===== src/rtl/microseq.sv =====
`default_nettype none
// +------------------------------------------------------------------------+
// | Module   : microseq                                                    |
// | Purpose  : Microprogram sequencer for a 512x16 microcode ROM; optional |
// |            single-step control enabled by MICROSEQ_SINGLE_STEP_EN.     |
// | Revision : 1.0  initial release                                        |
// +------------------------------------------------------------------------+
module microseq #(
    parameter logic [8:0] START_ADDR  = 9'h000,
    parameter int         STACK_DEPTH = 4
) (
    input  logic        clk,
    input  logic        reset_n,
    input  logic        start,
    input  logic [7:0]  disp_in,
    input  logic [15:0] cond_in,
    output logic [8:0]  rom_addr,
    input  logic [15:0] rom_data,
    output logic [12:0] uword,
    output logic        uword_valid,
    output logic        busy,
    output logic        done,
    output logic        error
`ifdef MICROSEQ_SINGLE_STEP_EN
    ,
    input  logic        step_mode,
    input  logic        step
`endif
);

    localparam int c_SPW   = $clog2(STACK_DEPTH + 1);
    localparam int c_IW    = (STACK_DEPTH > 1) ? $clog2(STACK_DEPTH) : 1;
    localparam int c_NSLOT = 1 << c_IW;
    localparam logic [c_SPW-1:0] c_SP_FULL = c_SPW'(STACK_DEPTH);

    localparam logic [1:0] c_ST_IDLE = 2'd0;
    localparam logic [1:0] c_ST_RUN  = 2'd1;
    localparam logic [1:0] c_ST_ERR  = 2'd2;

    localparam logic [2:0] c_OP_NEXT = 3'd0;
    localparam logic [2:0] c_OP_JMP  = 3'd1;
    localparam logic [2:0] c_OP_JCC  = 3'd2;
    localparam logic [2:0] c_OP_CALL = 3'd3;
    localparam logic [2:0] c_OP_RET  = 3'd4;
    localparam logic [2:0] c_OP_DISP = 3'd5;
    localparam logic [2:0] c_OP_WAIT = 3'd6;

    logic [1:0]       r_state;
    logic [8:0]       r_upc;
    logic [c_SPW-1:0] r_sp;
    logic [8:0]       r_stack [c_NSLOT];
    logic [12:0]      r_uword;
    logic             r_valid;
    logic             r_done;
    logic             r_error;

    logic [1:0]       w_state_nxt;
    logic [8:0]       w_upc_nxt;
    logic [c_SPW-1:0] w_sp_nxt;
    logic             w_push;
    logic             w_valid_nxt;
    logic             w_done_nxt;
    logic             w_error_nxt;
    logic             w_uword_ld;
    logic             w_fault;
    logic             w_adv;
    logic [2:0]       w_op;
    logic [8:0]       w_target;
    logic             w_cond;
    logic [8:0]       w_upc_inc;
    logic [c_IW-1:0]  w_push_idx;
    logic [c_IW-1:0]  w_pop_idx;

`ifdef MICROSEQ_SINGLE_STEP_EN
    assign w_adv = !step_mode || step;
`else
    assign w_adv = 1'b1;
`endif

    assign w_op       = rom_data[15:13];
    assign w_target   = rom_data[8:0];
    assign w_cond     = cond_in[rom_data[12:9]];
    assign w_upc_inc  = r_upc + 9'd1;
    assign w_push_idx = c_IW'(r_sp);
    assign w_pop_idx  = c_IW'(r_sp - 1'b1);

    assign rom_addr    = r_upc;
    assign uword       = r_uword;
    assign uword_valid = r_valid;
    assign busy        = (r_state == c_ST_RUN);
    assign done        = r_done;
    assign error       = r_error;

    always_comb begin
        w_state_nxt = r_state;
        w_upc_nxt   = r_upc;
        w_sp_nxt    = r_sp;
        w_push      = 1'b0;
        w_valid_nxt = 1'b0;
        w_done_nxt  = 1'b0;
        w_error_nxt = r_error;
        w_uword_ld  = 1'b0;
        w_fault     = 1'b0;
        case (r_state)
            c_ST_RUN: begin
                if (w_adv) begin
                    w_uword_ld  = 1'b1;
                    w_valid_nxt = 1'b1;
                    case (w_op)
                        c_OP_NEXT: w_upc_nxt = w_upc_inc;
                        c_OP_JMP:  w_upc_nxt = w_target;
                        c_OP_JCC:  w_upc_nxt = w_cond ? w_target : w_upc_inc;
                        c_OP_CALL: begin
                            if (r_sp == c_SP_FULL) begin
                                w_fault = 1'b1;
                            end else begin
                                w_push    = 1'b1;
                                w_sp_nxt  = r_sp + 1'b1;
                                w_upc_nxt = w_target;
                            end
                        end
                        c_OP_RET: begin
                            if (r_sp == '0) begin
                                w_fault = 1'b1;
                            end else begin
                                w_sp_nxt  = r_sp - 1'b1;
                                w_upc_nxt = r_stack[w_pop_idx];
                            end
                        end
                        c_OP_DISP: w_upc_nxt = {1'b1, disp_in};
                        c_OP_WAIT: begin
                            if (w_cond) begin
                                w_upc_nxt = w_upc_inc;
                            end else begin
                                w_valid_nxt = 1'b0;
                            end
                        end
                        default: begin
                            w_done_nxt  = 1'b1;
                            w_state_nxt = c_ST_IDLE;
                            w_upc_nxt   = START_ADDR;
                        end
                    endcase
                    // A faulting CALL/RET leaves upc and the stack untouched
                    if (w_fault) begin
                        w_valid_nxt = 1'b0;
                        w_error_nxt = 1'b1;
                        w_state_nxt = c_ST_ERR;
                    end
                end
            end
            c_ST_IDLE, c_ST_ERR: begin
                if (start) begin
                    w_state_nxt = c_ST_RUN;
                    w_upc_nxt   = START_ADDR;
                    w_sp_nxt    = '0;
                    w_error_nxt = 1'b0;
                end
            end
            default: w_state_nxt = c_ST_IDLE;
        endcase
    end

    always_ff @(posedge clk or negedge reset_n) begin
        if (!reset_n) begin
            r_state <= c_ST_IDLE;
            r_upc   <= START_ADDR;
            r_sp    <= '0;
            r_uword <= '0;
            r_valid <= 1'b0;
            r_done  <= 1'b0;
            r_error <= 1'b0;
        end else begin
            r_state <= w_state_nxt;
            r_upc   <= w_upc_nxt;
            r_sp    <= w_sp_nxt;
            r_valid <= w_valid_nxt;
            r_done  <= w_done_nxt;
            r_error <= w_error_nxt;
            if (w_uword_ld) begin
                r_uword <= rom_data[12:0];
            end
        end
    end

    // Stack contents survive HALT; only the pointer is rewound on start
    always_ff @(posedge clk or negedge reset_n) begin
        if (!reset_n) begin
            for (int i = 0; i < c_NSLOT; i++) begin
                r_stack[i] <= '0;
            end
        end else if (w_push) begin
            r_stack[w_push_idx] <= w_upc_inc;
        end
    end

endmodule
`default_nettype wire


===== config.mk =====
export PLATFORM = sky130hd
export DESIGN_NAME = microseq
export DESIGN_NICKNAME = d
export VERILOG_FILES = /design/src/rtl/microseq.sv
export SDC_FILE = /design/constraint.sdc
export NUM_CORES = 1
export LEC_CHECK = 0
export BUFFER_PORTS_ARGS = -buffer_cell sky130_fd_sc_hd__buf_2
export CAP_MARGIN = 20
export CORE_MARGIN = 2
export CORE_UTILIZATION = 50
export CTS_CLUSTER_DIAMETER = 40
export DETAILED_ROUTE_END_ITERATION = 7
export GPL_TIMING_DRIVEN = 0
export PLACE_DENSITY = 0.73
export SETUP_SLACK_MARGIN = 0.2
export SYNTH_ARGS = -nofsm -noshare
export SYNTH_HDL_FRONTEND = slang
export SYNTH_SLANG_ARGS = --single-unit

===== constraint.sdc =====
create_clock -name clk -period 4.4 [get_ports clk]
set_input_delay 0.44 -clock clk [delete_from_list [all_inputs] [get_ports clk]]
set_output_delay 0.44 -clock clk [all_outputs]
set_load 0.005 [all_outputs]

-- Yosys cells after proc, flatten, opt, wreduce, memory -nomap -nowiden
Index checks and enable logic that the tools add are counted.
- muxes and demuxes: 41
- add/subtract/negate cells: 3
- bitwise logic cells: 2
- reductions and logical operators: 11
- equality and inequality tests: 16
- order comparisons: 4
- operators by type and width (cell ; count):
    9-bit two-way mux ; 8
    9-bit case mux with 7 select lines ; 1
    36-bit bitwise mux ; 1
    9-bit binary-select mux with 2-bit select ; 1
    9-bit demux with 2-bit select ; 1
    9-bit case mux with 2 select lines ; 1
    1-bit two-way mux ; 16
    3-bit equality test, second input constant ; 4
    3-bit case mux with 2 select lines ; 2
    5-bit AND reduction ; 2
    9-bit by 1-bit adder with 9-bit output, second input constant ; 1
    3-bit two-way mux ; 3
    3-bit inequality test, second input constant ; 3
    7-bit OR reduction ; 1
    3-bit by 2-bit equality test with 1-bit output, second input constant ; 2
    3-bit >= comparator, second input constant ; 2
    3-bit logical NOT ; 2
    2-bit two-way mux ; 3
    2-bit NOT with 3-bit output ; 2
    4-bit by 5-bit < comparator with 1-bit output, second input constant ; 1
    1-bit binary-select mux with 4-bit select ; 1
    1-bit case mux with 2 select lines ; 2
    2-bit case mux with 2 select lines ; 1
    3-bit by 1-bit adder with 3-bit output, second input constant ; 1
    15 further kinds ; 15
- register bits: 66
- output and inout bits: 26
- word-level logic and storage cells: 88

-- Longest topological paths before layout
Gate-level depths: netlist of run 1.
- depth after elaboration: 8
- mapped depth: 9
- depth with buffers taken out: 7

-- Least setup slack after synthesis of run 1
OpenSTA, ideal clock, no wires.
- path type: flip-flop to flip-flop
- from: register r_sp[0]
- to: register r_upc[8], in the netlist rom_addr[8]
- arrival time: 2.396 ns
- setup time: 0.121 ns
- required time: 4.279 ns
- slack: 1.883 ns
- cell stages (with the launch flop): 10
- cell sequence: dfrtp_1 -> buf_2 -> inv_1 -> ha_1 -> clkbuf_1 -> mux4_2 -> o21a_1 -> a221oi_1 -> o21ai_1 -> a22o_1
- longest elaborated chain between the ends: 8
- ends and longest elaborated chain (element ; RTL line ; source):
    start: declaration ; 50 ; logic [c_SPW-1:0] r_sp;
    start signal: assignment ; 176 ; r_sp <= w_sp_nxt;
    3-bit by 1-bit subtractor with 3-bit output ; - ;
    2-bit NOT with 3-bit output (implied by the code) ; 127 ; w_upc_nxt = r_stack[w_pop_idx];
    9-bit binary-select mux with 2-bit select ; 127 ;
    9-bit two-way mux (implied by the code) (2 in series) ; 127 ;
    9-bit two-way mux ; 123 ; if (r_sp == '0) begin
    9-bit case mux with 7 select lines ; 109 ; case (w_op)
    9-bit case mux with 2 select lines ; 104 ; case (r_state)
    end signal: assignment ; 175 ; r_upc <= w_upc_nxt;
    end: declaration ; 49 ; logic [8:0] r_upc;
Parallel ways exist; a longest one is shown, timed or not. The select of a mux whose other input is x is not followed.
A chain may end at the register's enable or synchronous reset.

-- Worst setup path in the final report of run 1
Same ends and word-level chain as after synthesis.

==> results.txt, run 1 <==
The flow ran to the end, and the final reports show no timing, DRC or antenna violations. Cell internal power was estimated by the tool at 0.001606 W. The clock passes through at most 2 buffers.

For this run, asynchronously set or reset flops after synthesis account for 100.0%. Measured in cells, the most critical reg-to-reg path has a length of 9. TritonCTS built the clock tree. 0 antenna diodes ended up in the layout. The last weighted congestion value of the routability-driven placer is 0.9020, and the average cell area after synthesis is 10.03 sq um. For the number of gates resized after CTS, the log shows 0.

Summed over all instances, the cell type with the most area after synthesis is sky130_fd_sc_hd__dfrtp_1. Registers are responsible for 38.9% of the overall power. The share of synthesized area in the top cell type comes to 45.85%. The count of nets left with antenna violations once routing finished came out at 0. Final hold analysis gives a worst-case slack of 0.1737 ns. The number of nets in the synthesized netlist is 408. The height of the die was 88.88 um. The tools report the clock tree root buffer cell as sky130_fd_sc_hd__clkbuf_8. The tools report the insertion delay to the later sink of the worst-skew pair as 0.35 ns. The synthesized design contains 0 enable-type register cells. Between clock sinks in the finished design, the worst skew comes to 0.01237 ns.

The number of detailed-route iterations in the first pass was 5. Relative to the synthesized area, the layout overhead comes to 19.03%. During placement, the flow inserted port buffers numbering 67. The tools report the clock power share as 22.7%.

VDD sags by at most 0.0002914 V. The cell area that synthesis handed to floorplanning was 3602 sq um. For this configuration, the core starts out at a cell density of 52.44%. Data arrives at the worst endpoint at 3.23 ns.

For the die outline area, the log shows 7900 sq um. The number of global-route vias before repair came out at 2970. STA classifies the critical path startpoint as a flip-flop. Static timing analysis puts the maximum clock frequency at 333.7 MHz.

The tools report the final core utilization as 62.42%. Power spread over the standard cell area amounts to 595.9 nW/um^2. The first-iteration detailed-routing DRC count is 230.

Among all flip-flop cells after synthesis, the most frequent one is sky130_fd_sc_hd__dfrtp_1. The run gives 0 as the DRC violation count after routing. The logs give 0 for the number of antenna violations at the first check in global routing and 9 for the number of buffers created by CTS. The overall global routing resource usage came out at 24.32%. Summed over all nets, the half-perimeter wirelength after detailed placement is 6472 um.

CTS saw 66 sinks. After floorplanning, the core was sized to cover 6869 sq um. The smallest clock period supported by the final layout is computed as 2.997 ns. The worst min-delay path category is in -> async. The pin count of the biggest net entering global routing was 67. The share of total power consumed by net switching was 37.14%.

Registers take 1652 sq um. The clock edge transition at the registers on the reported setup and hold paths works out to 0.08 ns. In this run the tightest slew margin relative to its limit is 45.53%. The deepest level of the CTS H-tree is 3.

Endpoint of the lowest-slack register-to-register path: rom_addr[8]$_DFFE_PN0P_. Fill cells in the final layout number 604. The net count of the finished layout is 486. The total of endpoints with negative setup slack in the final report came out at 0. In this run the power spent charging and discharging nets is 0.0009490 W.

Dividing the final minimum period by the clock period gives 68.11%. The via count is 3045, and the number of distinct library cells after synthesis is 54. Along the worst path, the maximum fanout reaches 10.

Setup repair after global routing left no endpoint under its margin. Combinational logic burns 38.3% of the power. The logs give 1.40 ns for the reg-to-reg setup timing slack and 0 for the remaining global-route overflow.

OpenSTA, run right after detailed placement, puts the worst setup slack at 1.433 ns. Final hold violation count: 0. Wire length of the first global-routing pass: 14320 um. At the worst endpoint, the required time is 4.63 ns. The wire length reported by the detailed router is 8880 um. The total of hold buffers inserted after clock tree synthesis came out at 0.

STA classifies the critical path endpoint as a flip-flop. The logs give 45.85% for the sequential element share of the synthesized area and 0 for the final-report max-slew violation count. The proportion of layout cells with a drive suffix above 1 was 25.79%. Across all setup checks in the final design, the least slack found is 1.403 ns.

The tool flagged a number of max-cap violations equal to 0. The number of vias per cell after detailed routing came out at 5.660. The floorplan has 30 rows.

Once the clock tree was built, the setup fixing pass inserted 0 buffers. The setup path with the least slack is of type reg -> reg. The total negative setup slack was 0 ns; the synthesized instance count was 359. Overall power consumption after layout is estimated at 0.002555 W.

In the final layout, the multi-input gates occupy 1807 sq um. In this run the critical register-to-register path is launched from r_sp[0]$_DFFE_PN0P_. After detailed routing, the average wire length per cell comes to 16.51 um.

For the number of synthesis warnings, the log shows 0. The number of top-level pins was 69; the transition time at the pin with the least slew margin was 0.8171 ns. In the post-synthesis netlist, the biggest area contributors are sky130_fd_sc_hd__dfrtp_1 (46%), sky130_fd_sc_hd__nand2_1 (7.2%), sky130_fd_sc_hd__mux4_2 (6.9%). The synthesized flop and latch total was 66. The die is 88.88 um wide.

The tools report the cell leakage power as 2.008 nW.
## how the worst max path moves through the flow
stage	startpoint	to	slack [ns]	cells after the start
2_1_floorplan	r_sp[0]$_DFFE_PN0P_	rom_addr[8]$_DFFE_PN0P_	1.88	9
3_3_place_gp	r_sp[0]$_DFFE_PN0P_	rom_addr[8]$_DFFE_PN0P_	1.44	9
3_5_place_dp	r_sp[0]$_DFFE_PN0P_	rom_addr[8]$_DFFE_PN0P_	1.43	9
4_1_cts	r_sp[0]$_DFFE_PN0P_	rom_addr[8]$_DFFE_PN0P_	1.40	9
5_1_grt	r_sp[0]$_DFFE_PN0P_	rom_addr[8]$_DFFE_PN0P_	1.17	9
6_report	r_sp[0]$_DFFE_PN0P_	rom_addr[8]$_DFFE_PN0P_	1.40	9
## registers in the layout, summed over array words and instances, names as in the netlist
register / count
uword_valid: 1
r_stack: 36
r_sp: 3
uword: 13
error: 1
rom_addr: 9
r_state: 2
done: 1
## Yosys cell counts (2+ instances only)
cell type                  instances
sky130_fd_sc_hd__mux2_1            2
sky130_fd_sc_hd__a21o_1            2
sky130_fd_sc_hd__mux2_4            2
sky130_fd_sc_hd__a211o_1           2
sky130_fd_sc_hd__nand2b_1          3
sky130_fd_sc_hd__inv_1            12
sky130_fd_sc_hd__mux2i_1           8
sky130_fd_sc_hd__a211oi_1          5
sky130_fd_sc_hd__a22o_1            8
sky130_fd_sc_hd__mux2_2            5
sky130_fd_sc_hd__mux4_2           11
sky130_fd_sc_hd__nor2_1           22
sky130_fd_sc_hd__nand3_1           9
sky130_fd_sc_hd__nand2_1          69
sky130_fd_sc_hd__o21ai_0          18
sky130_fd_sc_hd__xnor2_1           6
sky130_fd_sc_hd__o21ai_1          25
sky130_fd_sc_hd__nor3_1            3
sky130_fd_sc_hd__a21oi_1          11
sky130_fd_sc_hd__ha_1              6
sky130_fd_sc_hd__a22oi_1           2
sky130_fd_sc_hd__a221oi_2          2
sky130_fd_sc_hd__dfrtp_1          66
sky130_fd_sc_hd__clkbuf_1         14
sky130_fd_sc_hd__o22ai_1           4
sky130_fd_sc_hd__xor2_1            6
sky130_fd_sc_hd__and3b_1           2
sky130_fd_sc_hd__nor2b_1           3
sky130_fd_sc_hd__a221oi_1          6
## placed cells by master, fill, tap and decap left out, drive strengths merged, types with 3 or more instances in the layout
master | netlist | final
a211oi | 5 | 5
a21oi | 11 | 11
a221oi | 9 | 9
a22o | 8 | 8
buf | 4 | 71
clkbuf | 14 | 24
clkinv | 1 | 4
dfrtp | 66 | 66
ha | 6 | 6
inv | 13 | 13
mux2 | 9 | 9
mux2i | 8 | 8
mux4 | 11 | 11
nand2 | 69 | 69
nand2b | 3 | 3
nand3 | 9 | 9
nor2 | 23 | 23
nor2b | 4 | 4
nor3 | 4 | 4
o21ai | 43 | 43
o22ai | 4 | 4
xnor2 | 6 | 6
xor2 | 6 | 6
## routing by layer
metal | vias up | global-route usage (%) | wire (um)
met4 | 0 | 11.29 | 236
met3 | 26 | 4.478 | 627
met2 | 138 | 38.94 | 4065
li1 | 1434 | - | -
met1 | 1447 | 32.14 | 3950
met5 | - | 0 | 0
## logic make-up after synthesis
family          synth area share, %
compound gates                18.13
xor+xnor                      2.918
fa+ha+maj                     2.084
buf+inv                       3.994
flops                         45.85
mux                           12.12
simple gates                  14.90
## cell type report
type                            count  share of cell area (%)
Sequential cell                    66                   38.52
Clock buffer                       10                   3.210
Inverter                           14                   1.226
Buffer                             18                   2.130
Timing Repair Buffer               67                   7.879
Tap cell                           96                   2.801
Multi-Input combinational cell    261                   42.14
Clock inverter                      6                   2.101
## per-stage QoR
stage / instances / area (sq um)
finish: 538 / 4288
CTS: 538 / 4288
global placement: 522 / 4058
global route: 538 / 4288
detailed placement: 522 / 4060
floorplan: 359 / 3602
## critical path, stage by stage, from the launching register on
cell and delay [ns]:
sky130_fd_sc_hd__dfrtp_1 0.51, sky130_fd_sc_hd__buf_2 0.36, sky130_fd_sc_hd__inv_1 0.14, sky130_fd_sc_hd__ha_1 0.29
sky130_fd_sc_hd__clkbuf_1 0.48, sky130_fd_sc_hd__mux4_2 0.41, sky130_fd_sc_hd__o21a_1 0.18, sky130_fd_sc_hd__a221oi_1 0.20
sky130_fd_sc_hd__o21ai_1 0.10, sky130_fd_sc_hd__a22o_1 0.21
## power by group through the flow
stage / logic [W] / registers, W / clock network [W]
after floorplan: 0.000650 / 0.000984 / 0
after global placement: 0.000950 / 0.000996 / 0
after detailed placement: 0.000975 / 0.00101 / 0
after CTS: 0.000981 / 0.000994 / 0.000592
after global routing: 0.00110 / 0.00103 / 0.000620
final: 0.000979 / 0.000995 / 0.000581
Note: power is estimated with default switching activity, not from simulation.
==> inputs of run 2 (changes only) <==
--- a/config.mk
+++ b/config.mk
@@ -5,6 +5,7 @@
 export SDC_FILE = /design/constraint.sdc
 export NUM_CORES = 1
 export LEC_CHECK = 0
+export ABC_AREA = 1
 export BUFFER_PORTS_ARGS = -buffer_cell sky130_fd_sc_hd__buf_2
 export CAP_MARGIN = 20
 export CORE_MARGIN = 2
@@ -12,7 +13,7 @@
 export CTS_CLUSTER_DIAMETER = 40
 export DETAILED_ROUTE_END_ITERATION = 7
 export GPL_TIMING_DRIVEN = 0
-export PLACE_DENSITY = 0.73
+export PLACE_DENSITY = 0.76
 export SETUP_SLACK_MARGIN = 0.2
 export SYNTH_ARGS = -nofsm -noshare
 export SYNTH_HDL_FRONTEND = slang
==> constraint.sdc (replaced) <==
create_clock -name clk -period 2.5 [get_ports clk]
set_input_delay 0.25 -clock clk [delete_from_list [all_inputs] [get_ports clk]]
set_output_delay 0.25 -clock clk [all_outputs]
set_load 0.005 [all_outputs]
==> results.txt, run 2 <==
The flow ran to the end, and the final reports show no timing, DRC or antenna violations. The areal power density over the cells works out to 1117 nW/um^2 (+88%). The first-iteration detailed-routing DRC count came out at 281 (+22%). Among all cell types in the netlist, the one instantiated most often is sky130_fd_sc_hd__nand2_1. The fill cell instance count of the final layout is 702 (+16%).

The complex-gate fraction of the synthesized area was 15.43% (-2.7 points). Critical path startpoint: r_sp[0]$_DFFE_PN0P_. The fraction of post-synthesis cell area in the top cell type by area was 43.80% (-2.1 points); the final routed wire length divided by cell count was 14.71 um (-11%).

The number of antenna violations at the first check in global routing is 0 (unchanged). The height of the die is 90.85 um (+2.2%). Number of enable-type register cells in the synthesized netlist: 0 (unchanged).

Leaving out fill and tap cells, the most frequent cells in the layout are sky130_fd_sc_hd__nand2_1 (165), sky130_fd_sc_hd__buf_2 (66), sky130_fd_sc_hd__dfrtp_1 (65). The classification of the worst setup path was reg -> reg. The average cell area after synthesis is 7.649 sq um (-24%), and the number of vias per cell after detailed routing is 5.341 (-5.6%). The final-report max-slew violation count is 0 (unchanged). For the worst vdd rail ir drop, the log shows 0.0005380 V (+85%). The worst setup path is launched from a flip-flop.

The standard cell with the maximum stage delay on the critical path was sky130_fd_sc_hd__dfrtp_2. The number of buffers created by CTS is 9 (unchanged), and the final hold violation count is 0 (unchanged). The via count came out at 3605 (+18%).

In this run the critical register-to-register path is launched from r_sp[0]$_DFFE_PN0P_. The tools report the remaining global-route overflow as 0 (unchanged). The total of endpoints with negative setup slack in the final report came out at 0 (unchanged). The multiplexer share of the synthesized area is 0.2654% (-12 points), and the worst relative slew slack is 44.29% (-1.2 points). The logs give 542 (+33%) for the total nets after synthesis and 0 (unchanged) for the number of synthesis warnings. The tools report the number of top-level pins as 69 (unchanged). After synthesis, the largest family of logic cells by area is simple AND/OR/NAND/NOR gates. Overall global routing resource usage: 25.26% (+0.94 points). Setup repair after global routing left no endpoint under its margin. The time the worst path needs with I/O delays and setup is 2.142 ns (-0.8551 ns). The logs give 0.002473 ns (-0.1712 ns) for the smallest hold slack and 4451 sq um (+3.8%) for the final instance area. The cell row count is 31 (+3.3%), and the cell area after technology mapping is 3771 sq um (+4.7%). The critical path goes through inv_4, clkbuf_4, ha_1, clkbuf_4, nor2_1, o21ai_0, a21oi_1, nor3_1, nand2_1, nand2_1, nand2_1. Sequential element share of the synthesized area: 43.80% (-2.1 points). Endpoint kind of the worst setup timing path: a flip-flop.

The total buffers and inverters traversed by the critical path works out to 3 (unchanged). The register name with the most flops is r_stack. The logs give 3454 (+16%) for the number of global-route vias before repair and 0 (unchanged) for the number of buffers inserted to repair setup after CTS. The total power was 0.004973 W (+95%). TritonCTS built the clock tree. The run gives 8253 sq um (+4.5%) as the die outline area. Synthesized flop and latch total: 66 (unchanged).

The tools report the wire length reported by the detailed router as 9927 um (+12%). The tools report the insertion delay to the later sink of the worst-skew pair as 0.36 ns (about the same). For the top achievable clock speed, the log shows 466.9 MHz (+40%).

On the critical path the largest part of the delay comes from buffers and inverters. The tools report the maximum clock skew at final layout as 0.01603 ns (+0.003667 ns). Worst path required time: 2.80 ns (-1.83 ns). The xor/xnor cell area share of the yosys netlist was 0.4645% (-2.5 points); the initial cell density of the core was 51.72% (-0.72 points). Flip-flop count of the largest register, all copies and words added: 36 (unchanged). The deepest level of the CTS H-tree came out at 3 (unchanged). The run gives 5 (unchanged) as the number of detailed-route iterations in the first pass. The last weighted congestion value of the routability-driven placer was 0.9186 (+1.8%); the area added between synthesis and finish was 18.02%.

Final critical-path share of the clock period: 85.68% (+18 points). The tools report the worst endpoint data arrival time as 2.44 ns (-0.79 ns). The logs give 2.268 nW (+13%) for the cell leakage power and 493 (+37%) for the synthesized instance count.

The area taken by flip-flops and latches is 1653 sq um (about the same), and the share of flip-flops with an asynchronous set or reset after synthesis is 100.0% (unchanged). Yosys attributes the largest share of cell area to sky130_fd_sc_hd__dfrtp_1 (44%), sky130_fd_sc_hd__nand2_1 (16%), sky130_fd_sc_hd__o21ai_0 (7.4%). The simple-gate portion of the synthesized area was 29.79% (+15 points); the number of routed nets with antenna violations was 0 (unchanged). Total of hold buffers inserted after clock tree synthesis: 0 (unchanged). The clock edge transition at the registers on the reported setup and hold paths came out at 0.08 ns (about the same). The share of synthesized cell area in full adder, half adder and majority cells works out to 1.991% (-0.093 points). The worst min-delay path category is in -> async. By count the netlist is led by sky130_fd_sc_hd__nand2_1 (165), sky130_fd_sc_hd__dfrtp_1 (66), sky130_fd_sc_hd__o21ai_0 (56). Most frequent cell on the critical path: sky130_fd_sc_hd__nand2_1. For the DRC violation count after routing, the log shows 0 (unchanged). The run gives 2 (unchanged) as the buffer levels on the longest clock path. The logs give 16790 um (+17%) for the wire length of the first global-routing pass and 620 (+28%) for the final-stage net count. The number of distinct library cells after synthesis was 37 (-31%); the antenna diode count was 0 (unchanged). The transition time at the pin with the least slew margin works out to 0.8357 ns (+0.01866 ns).

The cell accounting for the most synthesized area was sky130_fd_sc_hd__dfrtp_1. The biggest fanout along the worst timing path is 12 (+2). For this run, the leading register cell type out of synthesis is sky130_fd_sc_hd__dfrtp_1. The die span in x is 90.85 um (+2.2%), and the cell area after placement is 4228 sq um (+4.1%). For the setup slack after placement, the log shows -0.07352 ns (-1.507 ns). The most common cell after layout, fill and taps aside is sky130_fd_sc_hd__nand2_1. Count of input and output buffers: 66 (-1.5%). The core footprint is 7292 sq um (+6.2%). The delay of the slowest cell on the worst path works out to 0.45 ns (-0.06 ns). The run gives 0 (unchanged) as the number of max-capacitance violations reported.

The logs give 1814 sq um (+0.42%) for the total area of multi-input combinational cells and 66 (unchanged) for the number of clock sinks. The proportion of layout cells with a drive suffix above 1 was 22.57% (-3.2 points); the pin count of the biggest net entering global routing was 67 (unchanged). The worst setup slack after layout is 0.3581 ns (-1.045 ns). The half-perimeter wire length after placement came out at 7244 um (+12%). The root buffer cell chosen for the clock tree is sky130_fd_sc_hd__clkbuf_8.
## run 2: cell types whose count changed after synthesis, sizes merged, moves of 11 or more
cell	before	now
o21ai	43	68
nand3	9	45
inv	13	49
nand2	69	171
mux4	11	0
## run 2: worst paths after layout
check                                          endpoint  slack (ns)  depth (start not counted)
worst max-delay path            rom_addr[4]$_DFFE_PN0P_        0.36                         11
worst max register to register  rom_addr[4]$_DFFE_PN0P_        0.36                         11
max in group asynchronous           r_sp[0]$_DFFE_PN0P_        1.93                          1
worst min register to register        error$_DFFE_PN0P_        0.48                          2
min in group clk                 r_state[1]$_DFFE_PN0P_        0.17                          4
worst min-delay path            r_stack[10]$_DFFE_PN0P_       0.002                          1
## run 2: stage by stage
step	cells	TNS (ns)	utilization, %
2_1_floorplan	493	0	-
3_3_place_gp	658	-0.09922	57.94
3_5_place_dp	658	-0.1450	57.98
4_1_cts	674	0	60.78
5_1_grt	675	0	61.03
6_report	675	0	61.03
## run 2: kinds of logic (layout without fill, tap and decap cells)
| logic type | count (synthesis) | count (layout) |
|---|---|---|
| simple gates | 255 | 256 |
| compound gates | 97 | 97 |
| flops | 66 | 66 |
| buf+inv | 66 | 148 |
| fa+ha+maj | 6 | 6 |
| xor+xnor | 2 | 2 |
| mux | 1 | 1 |
## run 2: layer usage
layer	wire length, um	vias to the layer above	track usage [%]
li1	-	1765	-
met1	4390	1667	34.90
met2	4604	156	39.99
met3	760	17	5.676
met4	171	0	7.702
met5	0	-	0
## run 2: where the power goes
group,total [W],switching (W),internal (W)
Clock,0.000935,0.000468,0.000467
Combinational,0.00220,0.00140,0.000799
Sequential,0.00184,0.000325,0.00152
## run 2: area by class of cell
class | count | share of cell area, %
Timing Repair Buffer | 66 | 7.478
Multi-Input combinational cell | 362 | 40.76
Clock buffer | 9 | 2.783
Buffer | 15 | 2.811
Tap cell | 99 | 2.783
Inverter | 51 | 4.498
Sequential cell | 66 | 37.14
Clock inverter | 7 | 1.743
## run 2: worst register-to-register path, stage by stage, from the launching register on
cell and delay [ns]:
sky130_fd_sc_hd__dfrtp_2 0.45, sky130_fd_sc_hd__inv_4 0.12, sky130_fd_sc_hd__clkbuf_4 0.23, sky130_fd_sc_hd__ha_1 0.30, sky130_fd_sc_hd__clkbuf_4 0.22, sky130_fd_sc_hd__nor2_1 0.10
sky130_fd_sc_hd__o21ai_0 0.09, sky130_fd_sc_hd__a21oi_1 0.26, sky130_fd_sc_hd__nor3_1 0.10, sky130_fd_sc_hd__nand2_1 0.08, sky130_fd_sc_hd__nand2_1 0.08, sky130_fd_sc_hd__nand2_1 0.07
## run 2: repair_timing
action | in CTS | in global routing
endpoints found under the setup margin | 9 | 9
pin swaps | 0 | 1
cloned | 0 | 1
resized for setup | 2 | 7
